File: config.mk
export PLATFORM = sky130hd
export DESIGN_NAME = pwm_ramp_ctrl
export DESIGN_NICKNAME = d
export VERILOG_FILES = /design/src/rtl/pwm_ctrl_pkg.sv /design/src/rtl/pwm_slew_step.sv /design/src/rtl/pwm_ramp_ctrl.sv
export SDC_FILE = /design/constraint.sdc
export NUM_CORES = 1
export LEC_CHECK = 0
export CAP_MARGIN = 30
export CORE_MARGIN = 2
export CORE_UTILIZATION = 61
export DETAILED_ROUTE_END_ITERATION = 10
export GPL_TIMING_DRIVEN = 0
export PLACE_DENSITY = 0.87
export SLEW_MARGIN = 20
export SYNTH_ARGS = -nofsm -noshare
export SYNTH_HDL_FRONTEND = slang
export SYNTH_SLANG_ARGS = --single-unit
File: constraint.sdc
create_clock -name clk -period 8.4 [get_ports clk]
set_input_delay 1.68 -clock clk [delete_from_list [all_inputs] [get_ports clk]]
set_output_delay 1.68 -clock clk [all_outputs]
set_load 0.01 [all_outputs]
File: src/rtl/pwm_ctrl_pkg.sv
// -----------------------------------------------------------------------------
// pwm_ctrl_pkg
// Shared definitions for the PWM ramp controller slice:
//   - VAL_W        : width of the signed duty/setpoint values (16)
//   - DEFAULT_STEP : default maximum duty change per PWM period
//   - state_e      : FSM state encoding (IDLE=0, RAMP=1, HOLD=2, FAULT=3)
//   - val_t        : signed duty value type
// -----------------------------------------------------------------------------
package pwm_ctrl_pkg;

   localparam int VAL_W = 16;

   localparam logic [VAL_W-1:0] DEFAULT_STEP = 16'd64;

   typedef logic signed [VAL_W-1:0] val_t;

   typedef enum logic [1:0] {
      ST_IDLE  = 2'd0,
      ST_RAMP  = 2'd1,
      ST_HOLD  = 2'd2,
      ST_FAULT = 2'd3
   } state_e;

endpackage : pwm_ctrl_pkg

File: src/rtl/pwm_slew_step.sv
// -----------------------------------------------------------------------------
// pwm_slew_step
// Purely combinational slew limiter: computes the next duty value that moves
// cur_val_i toward tgt_i by at most STEP, landing exactly on the target when
// it is within reach. Never overshoots and never wraps at the signed limits.
//
// Ports:
//   cur_val_i  in  16  current duty value (signed)
//   tgt_i      in  16  target duty value (signed)
//   nxt_val_o  out 16  slew-limited next duty value (signed)
//   reached_o  out 1   target is within one step (nxt_val_o == tgt_i)
// -----------------------------------------------------------------------------
module pwm_slew_step
   import pwm_ctrl_pkg::*;
#(
   parameter logic [VAL_W-1:0] STEP = DEFAULT_STEP
) (
   input  logic signed [VAL_W-1:0] cur_val_i,
   input  logic signed [VAL_W-1:0] tgt_i,
   output logic signed [VAL_W-1:0] nxt_val_o,
   output logic                    reached_o
);

   // One extra bit so the full span (-32768 .. +32767) never overflows.
   logic signed [VAL_W:0] diff;
   logic        [VAL_W:0] diff_mag;
   logic        [VAL_W:0] step_ext;

   assign diff     = {tgt_i[VAL_W-1], tgt_i} - {cur_val_i[VAL_W-1], cur_val_i};
   assign diff_mag = diff[VAL_W] ? $unsigned(-diff) : $unsigned(diff);
   assign step_ext = {1'b0, STEP};
   assign reached_o = (diff_mag <= step_ext);

   // When more than one step away, cur +/- STEP lies strictly between cur and
   // tgt, so plain 16-bit arithmetic is exact here (no wrap possible).
   always_comb begin
      nxt_val_o = tgt_i;
      if (!reached_o) begin
         if (diff[VAL_W]) begin
            nxt_val_o = cur_val_i - $signed(STEP);
         end else begin
            nxt_val_o = cur_val_i + $signed(STEP);
         end
      end
   end

endmodule : pwm_slew_step

File: src/rtl/pwm_ramp_ctrl.sv
// -----------------------------------------------------------------------------
// pwm_ramp_ctrl
// Slew-rate-limited duty command generator for a PWM core. Accepts a signed
// setpoint over a valid/ready handshake and ramps val_out toward it by at most
// STEP per PWM period (pwm_ready strobe). A level fault forces the output to
// zero until acknowledged; en=0 ramps the output down to zero.
//
// Optional feature (macro PWM_RAMP_WDOG_EN): setpoint watchdog. If no new
// setpoint is accepted for WDOG_TICKS PWM periods while driving a nonzero
// target, the target is cleared to 0 and the sticky wdog_trip flag is set.
// Without the macro there is no watchdog counter and wdog_trip is tied low.
//
// Ports:
//   clk        in  1   clock, all logic on rising edge
//   rst_n      in  1   asynchronous active-low reset
//   en         in  1   run enable (low: ramp to zero then idle)
//   sp         in  16  signed setpoint
//   sp_valid   in  1   setpoint offer
//   sp_ready   out 1   setpoint accept (low only in FAULT)
//   pwm_ready  in  1   PWM period-boundary strobe
//   fault      in  1   level fault request
//   fault_clr  in  1   fault acknowledge pulse
//   val_out    out 16  registered signed duty command
//   at_sp      out 1   val_out equals effective target (not in FAULT)
//   state      out 2   FSM state code
//   wdog_trip  out 1   sticky watchdog flag
// -----------------------------------------------------------------------------
module pwm_ramp_ctrl
   import pwm_ctrl_pkg::*;
#(
   parameter logic [VAL_W-1:0] STEP       = DEFAULT_STEP,
   parameter int               WDOG_TICKS = 1024
) (
   input  logic                    clk,
   input  logic                    rst_n,
   input  logic                    en,
   input  logic signed [VAL_W-1:0] sp,
   input  logic                    sp_valid,
   output logic                    sp_ready,
   input  logic                    pwm_ready,
   input  logic                    fault,
   input  logic                    fault_clr,
   output logic signed [VAL_W-1:0] val_out,
   output logic                    at_sp,
   output logic [1:0]              state,
   output logic                    wdog_trip
);

   generate
      if (STEP == '0 || WDOG_TICKS < 1) begin : g_bad_param
         $error("pwm_ramp_ctrl: STEP must be nonzero and WDOG_TICKS >= 1");
      end
   endgenerate

   state_e state_q, state_d;
   val_t   val_q, val_d;
   val_t   tgt_q, tgt_d;

   val_t   eff_tgt;
   val_t   slew_nxt;
   logic   slew_reached;
   logic   sp_acc;
   logic   wdog_fire;

   assign sp_ready = (state_q != ST_FAULT);
   assign sp_acc   = sp_valid && sp_ready;
   assign eff_tgt  = en ? tgt_q : '0;

   assign val_out = val_q;
   assign state   = state_q;
   assign at_sp   = (val_q == eff_tgt) && (state_q != ST_FAULT);

   pwm_slew_step #(
      .STEP (STEP)
   ) u_slew (
      .cur_val_i (val_q),
      .tgt_i     (eff_tgt),
      .nxt_val_o (slew_nxt),
      .reached_o (slew_reached)
   );

   // Next-state / datapath. The step always uses tgt_q as it was before this
   // edge, so a setpoint accepted together with pwm_ready takes effect on the
   // following period boundary.
   always_comb begin
      state_d = state_q;
      val_d   = val_q;
      tgt_d   = tgt_q;

      if (sp_acc) begin
         tgt_d = sp;
      end else if (wdog_fire) begin
         tgt_d = '0;
      end

      case (state_q)
         ST_IDLE: begin
            if (eff_tgt != val_q) begin
               state_d = ST_RAMP;
            end
         end
         ST_RAMP: begin
            if (val_q == eff_tgt) begin
               state_d = ST_HOLD;
            end else if (pwm_ready) begin
               val_d = slew_nxt;
               if (slew_reached) begin
                  state_d = ST_HOLD;
               end
            end
         end
         ST_HOLD: begin
            if (!en && (val_q == '0)) begin
               state_d = ST_IDLE;
            end else if (eff_tgt != val_q) begin
               state_d = ST_RAMP;
            end
         end
         ST_FAULT: begin
            val_d = '0;
            // An acknowledge while the fault is still asserted is ignored.
            if (fault_clr && !fault) begin
               state_d = ST_IDLE;
            end
         end
         default: begin
            state_d = ST_IDLE;
            val_d   = '0;
         end
      endcase

      // Fault overrides every other event in the same cycle.
      if (fault) begin
         state_d = ST_FAULT;
         val_d   = '0;
      end
   end

   always_ff @(posedge clk or negedge rst_n) begin
      if (!rst_n) begin
         state_q <= ST_IDLE;
         val_q   <= '0;
         tgt_q   <= '0;
      end else begin
         state_q <= state_d;
         val_q   <= val_d;
         tgt_q   <= tgt_d;
      end
   end

`ifdef PWM_RAMP_WDOG_EN
   localparam int WD_W = (WDOG_TICKS > 1) ? $clog2(WDOG_TICKS) : 1;
   localparam logic [WD_W-1:0] WD_LAST = WD_W'(WDOG_TICKS - 1);

   logic [WD_W-1:0] wd_cnt_q, wd_cnt_d;
   logic            wd_trip_q, wd_trip_d;

   // Counts period boundaries since the last accepted setpoint while actively
   // driving a nonzero target; stops counting once the target is cleared.
   always_comb begin
      wd_cnt_d  = wd_cnt_q;
      wd_trip_d = wd_trip_q;
      wdog_fire = 1'b0;
      if (sp_acc) begin
         wd_cnt_d  = '0;
         wd_trip_d = 1'b0;
      end else if (pwm_ready && (tgt_q != '0) &&
                   ((state_q == ST_RAMP) || (state_q == ST_HOLD))) begin
         if (wd_cnt_q == WD_LAST) begin
            wdog_fire = 1'b1;
            wd_trip_d = 1'b1;
            wd_cnt_d  = '0;
         end else begin
            wd_cnt_d = wd_cnt_q + 1'b1;
         end
      end
   end

   always_ff @(posedge clk or negedge rst_n) begin
      if (!rst_n) begin
         wd_cnt_q  <= '0;
         wd_trip_q <= 1'b0;
      end else begin
         wd_cnt_q  <= wd_cnt_d;
         wd_trip_q <= wd_trip_d;
      end
   end

   assign wdog_trip = wd_trip_q;
`else
   assign wdog_fire = 1'b0;
   assign wdog_trip = 1'b0;
`endif

endmodule : pwm_ramp_ctrl
==> results.toml, run 1 <==
[pwr]
p_per_area_mw_per_mm2 = 382
irDropWorstVdd_mv = 0.224
power.leakage_nw = 1.68

[clocking]
cts_tree = "done"
cts_setup_buffers = 0
clock-sinks = 34
path_clk_slew_ns = 0.08
cts-resized-gates = 0
htree_levels = 2
clk_latency_ns = 0.30
cts_hold_buf = 0
cts-root-buf = "clkbuf_8"
numCtsBuffers = 5
clockBufferDepth = 2

[placed_design]
gp_congestion = 0.928
io_buffer_count = 42
place_hpwl_um = 6830
place_area_sq_mm = 0.00390

[setup_path]
cp.arrival_ns = 5.30
crit_type = "primary input to output port"
worstPathRequired_ns = 6.72
cp-end-kind = "output port"
reg2reg_depth = 21
crit_fanout = 10
worst_setup_path_start_kind = "primary input"

[layout]
antenna_cells = 0
drive_gt1_share_pct = 14.0
area_growth_pct = 19.9
final_core_util_pct = 74.8
fin_area_sq_mm = 0.00404
nets = 489

[synth]
ys_async_sr_fraction_pct = 100
ys.flop_type = "dfrtp_1"
synth_cells = 391
ys_types = 74
ys_seq_area_share_pct = 25.2
synthesis.area_sq_mm = 0.00337
synth_edf_count = 0
syn_area_per_cell_sq_um = 8.62
ys_ff_latch = 34
yosysWarnings = 0
synth.net_count = 439

[global_route]
grt_pass1_wl_um = 15400
grt_max_degree = 22
grt_use_total_pct = 31.7
grt_antenna_before_repair = 0
overflow = 0
grt_pass1_vias = 3262

[hold_path]
hold_path.class = "flop to flop"
hold_path_depth = 1

[timing]
fin_worst_skew_ns = 0.00602
rsz0062_at_grt = "no"
finalSetupViolCount = 0
hold_viol_final = 0
fin_tns_setup_ns = 0
hold_slack_ns = 0.513
max-slew-margin-rel_pct = 51.0
slew_viol_final = 0
fmax_mhz = 143
tightest_slew_ns = 0.733
fin_crit_sh_pct = 83.1
layout_min_cycle_time_ns = 6.98

[flow_run]
cap_violations = 0

[floorplan]
die_width_um = 78.3
die_h_um = 78.3
core_sq_mm = 0.00541
rows = 27
die_area_sq_mm = 0.00614
start_util_pct = 62.4
ios = 44

[detailed_routing]
drt_iter0_drc = 276
wirelength_um = 9000
via_per_inst = 6.27
drc_errors = 0
via_count = 3221
drt-pass1-iter-count = 5
drt-wirelength-per-cell_um = 17.5
ant_nets = 0

[outcome]
outcome = "finished, final reports clean"
[cell usage in the layout (no fill, tap or decap), types with 3 or more instances in the layout]
| cell type | instances |
|---|---|
| a21oi_1 | 24 |
| clkbuf_1 | 5 |
| nand2_1 | 27 |
| o21bai_1 | 6 |
| nand3b_1 | 3 |
| o221ai_1 | 7 |
| a22o_1 | 5 |
| xor2_1 | 3 |
| buf_6 | 3 |
| a21oi_2 | 3 |
| nor4_1 | 7 |
| inv_1 | 29 |
| a21o_1 | 8 |
| nand3_1 | 24 |
| nor2_1 | 24 |
| ha_1 | 23 |
| a31oi_1 | 3 |
| nor3_1 | 8 |
| and3_1 | 5 |
| a211oi_2 | 3 |
| nor2b_1 | 3 |
| buf_4 | 3 |
| buf_2 | 6 |
| dfrtp_1 | 34 |
| and2_1 | 19 |
| o22ai_1 | 3 |
| xnor2_1 | 14 |
| a211oi_1 | 4 |
| clkbuf_8 | 5 |
| clkdlybuf4s50_1 | 41 |
| mux2_2 | 16 |
| o21ai_0 | 12 |
| mux2i_1 | 3 |
| nand2b_1 | 4 |
[registers in the layout, summed over array words and instances (netlist names)]
| signal | count |
|---|---|
| state | 2 |
| val_out | 16 |
| tgt_q | 16 |
[per-layer routing]
metal	vias to the layer above	part of all wire (%)	global-route usage, %
met5	-	0	0
met3	23	5.6	5.17
met4	0	2.9	13.3
met2	132	49	54.2
li1	1535	-	-
met1	1531	42	39.8
[stage by stage]
step	power (W)	setup WS [ns]	cells
2_1_floorplan	0.00109	2.84	391
3_3_place_gp	0.00128	1.54	505
3_5_place_dp	0.00133	1.50	506
4_1_cts	0.00153	1.46	514
5_1_grt	0.00167	1.23	514
6_report	0.00154	1.42	514
[worst max-delay path: stages]
cell and delay (ns):
clkdlybuf4s50_1 0.56, buf_2 0.25, clkbuf_1 0.36, and2_1 0.26
ha_1 0.29, and3_1 0.25, and2_1 0.17, nand3_1 0.16
or4_1 0.62, a21oi_1 0.14, clkdlybuf4s50_1 0.56
[cells in the mapped netlist, drive strengths merged, types with 4 or more instances]
library cell | instances | area, sq um
nand2b | 4 | 25.0
clkbuf | 5 | 18.8
o221ai | 7 | 61.3
nand2 | 27 | 101
ha | 23 | 288
o21bai | 6 | 45.0
a31oi | 4 | 40.0
xnor2 | 14 | 123
nor4 | 7 | 43.8
a22o | 5 | 43.8
nand3 | 24 | 120
and2 | 19 | 119
nor2 | 24 | 90.1
buf | 12 | 85.1
a21o | 8 | 60.1
inv | 29 | 109
a21oi | 28 | 163
a211oi | 8 | 87.6
nor3 | 8 | 40.0
and3 | 7 | 53.8
dfrtp | 34 | 851
o21ai | 16 | 95.1
mux2 | 17 | 191
[where the power goes]
| group | internal [W] | switching (W) | total [W] |
|---|---|---|---|
| Clock | 0.000119 | 0.0000681 | 0.000187 |
| Combinational | 0.000468 | 0.000621 | 0.00109 |
| Sequential | 0.000218 | 0.0000495 | 0.000267 |
[cells by family (layout without fill, tap and decap cells)]
family / Yosys count / after routing / synth area share (%)
xor+xnor: 17 / 17 / 4.42
fa+ha+maj: 25 / 25 / 9.73
compound gates: 107 / 107 / 24.9
buf+inv: 46 / 97 / 6.31
simple gates: 141 / 141 / 22.7
other cells: 1 / 1 / 0.111
mux: 20 / 20 / 6.57
flops: 34 / 34 / 25.2
[cell type report]
cell class	count	area [sq um]
Clock buffer	5	68.8
Clock inverter	3	68.8
Fill cell	395	1360
Sequential cell	34	851
Multi-Input combinational cell	311	2310
Inverter	29	109
Tap cell	72	90.1
Timing Repair Buffer	43	443
Buffer	17	104
[path summary, 6_finish.rpt]
path | startpoint | to | slack [ns]
hold reg to reg | tgt_q[6] | tgt_q[6] | 0.51
max in group asynchronous | rst_n | tgt_q[12] | 6.68
hold / removal | tgt_q[6] | tgt_q[6] | 0.51
setup reg to reg | tgt_q[0] | val_out[14] | 3.70
min in group asynchronous | rst_n | tgt_q[2] | 1.28
setup / recovery | en | at_sp | 1.42
Note: power is estimated with default switching activity, not from simulation.
==> run 2: changes to the inputs <==
--- a/config.mk
+++ b/config.mk
@@ -7,10 +7,10 @@
 export LEC_CHECK = 0
 export CAP_MARGIN = 30
 export CORE_MARGIN = 2
-export CORE_UTILIZATION = 61
+export CORE_UTILIZATION = 57
 export DETAILED_ROUTE_END_ITERATION = 10
 export GPL_TIMING_DRIVEN = 0
-export PLACE_DENSITY = 0.87
+export PLACE_DENSITY = 0.82
 export SLEW_MARGIN = 20
 export SYNTH_ARGS = -nofsm -noshare
 export SYNTH_HDL_FRONTEND = slang
==> constraint.sdc (replaced) <==
create_clock -name clk -period 7.2 [get_ports clk]
set_input_delay 1.44 -clock clk [delete_from_list [all_inputs] [get_ports clk]]
set_output_delay 1.44 -clock clk [all_outputs]
set_load 0.01 [all_outputs]
==> run 2 against run 1 <==
  * Setup slack got worse by 0.65 ns
  * Highest routed layer unchanged
  * Sequential power up 16%
  * Sequential share of layout area hardly changed
  * Critical path depth stayed put
  * Cell count increased by 0.58%
  * First-iteration DRC count fell by 27%
  * Die area rose by 6.7%
  * Sequential cell count did not move
  * Worst hold slack worse by 0.0082 ns
  * Combinational power up 16%
  * Clock skew hardly changed
==> results.toml, run 2 (synthesis gave the netlist of run 1 again) <==
[outcome]
outcome = "finished, final reports clean"

[floorplan]
rows = 28
die_area_sq_mm = 0.00654
ios = 44
start_util_pct = 58.0
die_width_um = 80.9
die_h_um = 80.9
core_sq_mm = 0.00582

[global_route]
grt_pass1_wl_um = 14200
grt_use_total_pct = 27.8
grt_antenna_before_repair = 0
grt_pass1_vias = 2990
overflow = 0
grt_max_degree = 33

[hold_path]
hold_path_depth = 1
hold_path.class = "flop to flop"
holdCritStartpoint = "tgt_q[6]"
worstHoldEndpoint = "tgt_q[6]"

[setup_path]
startpoint = "en"
worst_setup_path_start_kind = "primary input"
cp.arrival_ns = 4.99
r2r_start = "tgt_q[0]"
critPathMaxStageDelay_ns = 0.63
reg2reg_depth = 21
cp-end-kind = "output port"
path_cells = "clkdlybuf4s50_1, buf_2, clkbuf_1, and2_1, ha_1, and3_1, and2_1, nand3_1, or4_1, a21oi_1, clkdlybuf4s50_1"
r2r_setup_slack_ns = 2.54
crit_fanout = 10
r2r-end = "val_out[14]"
cp_slowest_cell = "or4_1"
worstPathRequired_ns = 5.76
crit_type = "primary input to output port"

[layout]
area_growth_pct = 19.8
multi_input_area_sq_mm = 0.00231
register_area_sq_um = 851
drive_gt1_share_pct = 14.0
final_common_cell = "clkdlybuf4s50_1"
layout_common_cells = "clkdlybuf4s50_1 (41), dfrtp_1 (34), inv_1 (29)"
fill_cells = 479
nets = 489
fin_area_sq_mm = 0.00404
antenna_cells = 0

[clocking]
cts-resized-gates = 0
htree_levels = 2
cts_tree = "done"
clock-sinks = 34
numCtsBuffers = 5
cts-root-buf = "clkbuf_8"
cts_hold_buf = 0
clockBufferDepth = 2
clk_latency_ns = 0.29
path_clk_slew_ns = 0.07
cts_setup_buffers = 0

[timing]
fin_tns_setup_ns = 0
fin_crit_sh_pct = 89.3
fmax_mhz = 156
hold_slack_ns = 0.505
slew_viol_final = 0
hold_viol_final = 0
rsz0062_at_grt = "no"
fin_worst_skew_ns = 0.00557
fin_ws_ns = 0.771
tightest_slew_ns = 0.671
max-slew-margin-rel_pct = 55.1
layout_min_cycle_time_ns = 6.43
finalSetupViolCount = 0

[detailed_routing]
via_count = 3183
wirelength_um = 8650
drc_errors = 0
ant_nets = 0
drt-pass1-iter-count = 5
drt_iter0_drc = 202
via_per_inst = 6.16
drt-wirelength-per-cell_um = 16.7

[pwr]
p_per_area_mw_per_mm2 = 443
irDropWorstVdd_mv = 0.282
power.leakage_nw = 1.67

[placed_design]
place_hpwl_um = 6540
gp_congestion = 0.917
pre_cts_slack_ns = 0.634
io_buffer_count = 42
place_area_sq_mm = 0.00390

[flow_run]
cap_violations = 0
[run 2: cell types whose count changed in the layout (fill, tap and decap cells not counted)]
| cell | delta |
|---|---|
| buf_12 | +1 |
| buf_16 | -1 |
[run 2: routing by layer]
layer / part of all wire, % / global-route usage (%)
met1: 44 / 36.9
met2: 48 / 48.0
met3: 5.4 / 3.00
met4: 2.1 / 7.97
met5: 0 / 0
[run 2: area by class of cell]
class	count	share of cell area [%]
clock inverter	3	1.70
buffer	17	2.57
clock buffer	5	1.70
sequential	34	21.1
inverter	29	2.70
timing repair buffer	43	10.8
tap	75	2.32
multi-input combinational	311	57.1
[run 2: worst max-delay path, delay by kind of cell]
family	cells	cell delay [ns]
compound gates	1	0.14
fa+ha+maj	1	0.29
buf+inv	4	1.67
simple gates	5	1.44
[run 2: worst max path at each step]
| stage | end | slack, ns | depth (start not counted) |
|---|---|---|---|
| 4_1_cts | at_sp | 0.79 | 11 |
| 5_1_grt | val_out[14] | 0.49 | 22 |
| 2_1_floorplan | val_out[14] | 1.88 | 23 |
| 3_3_place_gp | val_out[14] | 0.74 | 22 |
| 6_report | at_sp | 0.77 | 11 |
| 3_5_place_dp | val_out[14] | 0.63 | 24 |
[run 2: power by group]
part | switching (W) | internal (W) | total, W
sequential | 0.0000548 | 0.000254 | 0.000309
combinational | 0.000721 | 0.000544 | 0.00126
clock | 0.0000756 | 0.000139 | 0.000214
[run 2: metrics by stage]
stage               util, %  total power [W]  std cells
floorplan                 -          0.00127        391
global placement       66.8          0.00149        508
detailed placement     67.1          0.00154        509
CTS                    69.4          0.00177        517
global route           69.4          0.00193        517
finish                 69.4          0.00179        517
==> RTL change (config.mk and constraints of run 2) <==
The option `PWM_RAMP_WDOG_EN` is turned on by a define.
--- a/src/rtl/pwm_ramp_ctrl.sv
+++ b/src/rtl/pwm_ramp_ctrl.sv
@@ -26,4 +26,6 @@
 //   wdog_trip  out 1   sticky watchdog flag
 // -----------------------------------------------------------------------------
+`define PWM_RAMP_WDOG_EN
+
 module pwm_ramp_ctrl
    import pwm_ctrl_pkg::*;
Check against the original RTL: no difference found for any inputs over 4 cycles, from zero or initial values and one cycle with rst_n low; that may be too few to reach the edited logic, so the function may still have changed.
==> RTL change against run 2 <==
Power rose by 25%. Area after synthesis rose by 21%. Critical endpoint is now val_out[15]$_DFFE_PN0P_. Cell area rose by 19%. Global-route usage rose by 0.62 points. Routed wire length rose by 24%. Worst setup slack got worse by 0.41 ns. First-iteration DRC count rose by 42%. Sequential power rose by 35%. Sequential cell count rose by 11. Synthesized cell count rose by 20%. Die area rose by 20%.
==> RTL change: results (changes against run 2) <==
status completed; Seq cells 45 (+32%); Avg Cell Area, Syn 8.69 um2 (+0.86%); post-synthesis compound-gate area fraction 0.275 (+0.0255); Data arrival, critical path 7.05 ns (+2.06 ns); Final Cycle Share 0.950 (+0.0574); crit path from en; XOR/XNOR share of the synthesized area 0.0556 (+0.0114); Post-Synth Adder-Cell Area 0.0953 (-0.00193); Total Power 2.23 mW (+25%); register area 0.00113 mm2 (+32%); first-pass GRT wire length 17700 um (+25%); Placed Cells 611 (+20%); FILL cells 548 (+14%); Final non-clock buffer share 0.123 (-0.0101); clk tree area frac 0.0204 (-0.0137); Non-clk bufs 70 (+17%); final worst clock skew 0.00811 ns (+0.00254 ns); vias in the first global route 3709 (+24%); Worst Setup EP val_out[15]$_DFFE_PN0P_; final wirelength 10700 um (+24%); Synth Net Count 524 (+19%); CORE AREA 0.00687 mm2 (+18%); worst-case vdd ir drop 0.202 mV (-28%); layout cells sized above 1 0.0854 (-0.0549); multi-input combinational area share 0.573 (+0.00194); main area contributors after synthesis dfrtp_1 (27%), ha_1 (8.6%), a22o_1 (6.4%); hold wc startpoint wd_cnt_q[5]$_DFFE_PN0P_; Seq/Total Area, Yosys 0.275 (+0.0226); Comb power 1.63 mW (+29%); drt wl/cell 17.2 um (+2.8%); worst reg-to-reg setup slack 2.11 ns (-0.43 ns); via count 3979 (+25%); worst slack, placed -0.375 ns (-1.01 ns); Setup Crit Path Kind in -> reg; commonest cells in the netlist dfrtp_1 (45), nand2_1 (31), a22o_1 (30); Worst slew margin 0.538 (-0.0129); Clock Latency Late Sink 0.31 ns (+0.02 ns); initial DRC count 286 (+42%); Placer Congestion 0.929 (+1.3%); Crit path largest cell delay 0.54 ns (-0.09 ns); n_diodes 0 (unchanged); P_leak 2.06 nW (+23%); Cell Int Power 1.12 mW (+20%); Clock Power Share 0.080 (-0.040); Hold Path Sink wd_cnt_q[5]$_DFFE_PN0P_; clock slew at reported path FFs 0.10 ns (+0.03 ns); Core Util, Final 0.698 (+0.00335); hold_ws 0.510 ns (+0.00465 ns); largest net degree at the start of global routing 31 (-6.1%); crit path max-delay cell type clkdlybuf4s50_1; Synth cell types 77 (+4.1%); Multi-input comb cells 375 (+21%); first drt pass iteration count 7 (+2)
## RTL change: cell count changes after synthesis, sizes merged, moves of 5 or more
cell / delta
mux2: -11
and2: +5
xor2: +6
o221ai: -6
clkbuf: +7
nor2: -5
ha: +5
nand2: +5
dfrtp: +11
a22o: +25
a21o: +5
## RTL change: critical path, delay by kind of cell
family                   cells  cell delay, ns
AND/OR/NAND/NOR              2            0.36
adder cells (fa/ha/maj)      2            0.47
AO/OA/AOI/OAI               10            2.14
XOR/XNOR                     1            0.16
buffers and inverters        6            1.76
multiplexers                 2            0.69
## RTL change: metal layers
layer  vias up  global-route usage  share of wire
li1       1888                   -              -
met1      1923               0.397           0.45
met2       144               0.453           0.47
met3        24              0.0476          0.064
met4         0              0.0895          0.019
met5         -                   0              0
## RTL change: repair_timing
item / 4_1_cts / 5_1_grt
buffers inserted: 0 / 2
pin swaps: 0 / 0
hold endpoints to repair: 0 / 0
endpoints found under the setup margin: 10 / 10
gates resized for setup: 1 / 0
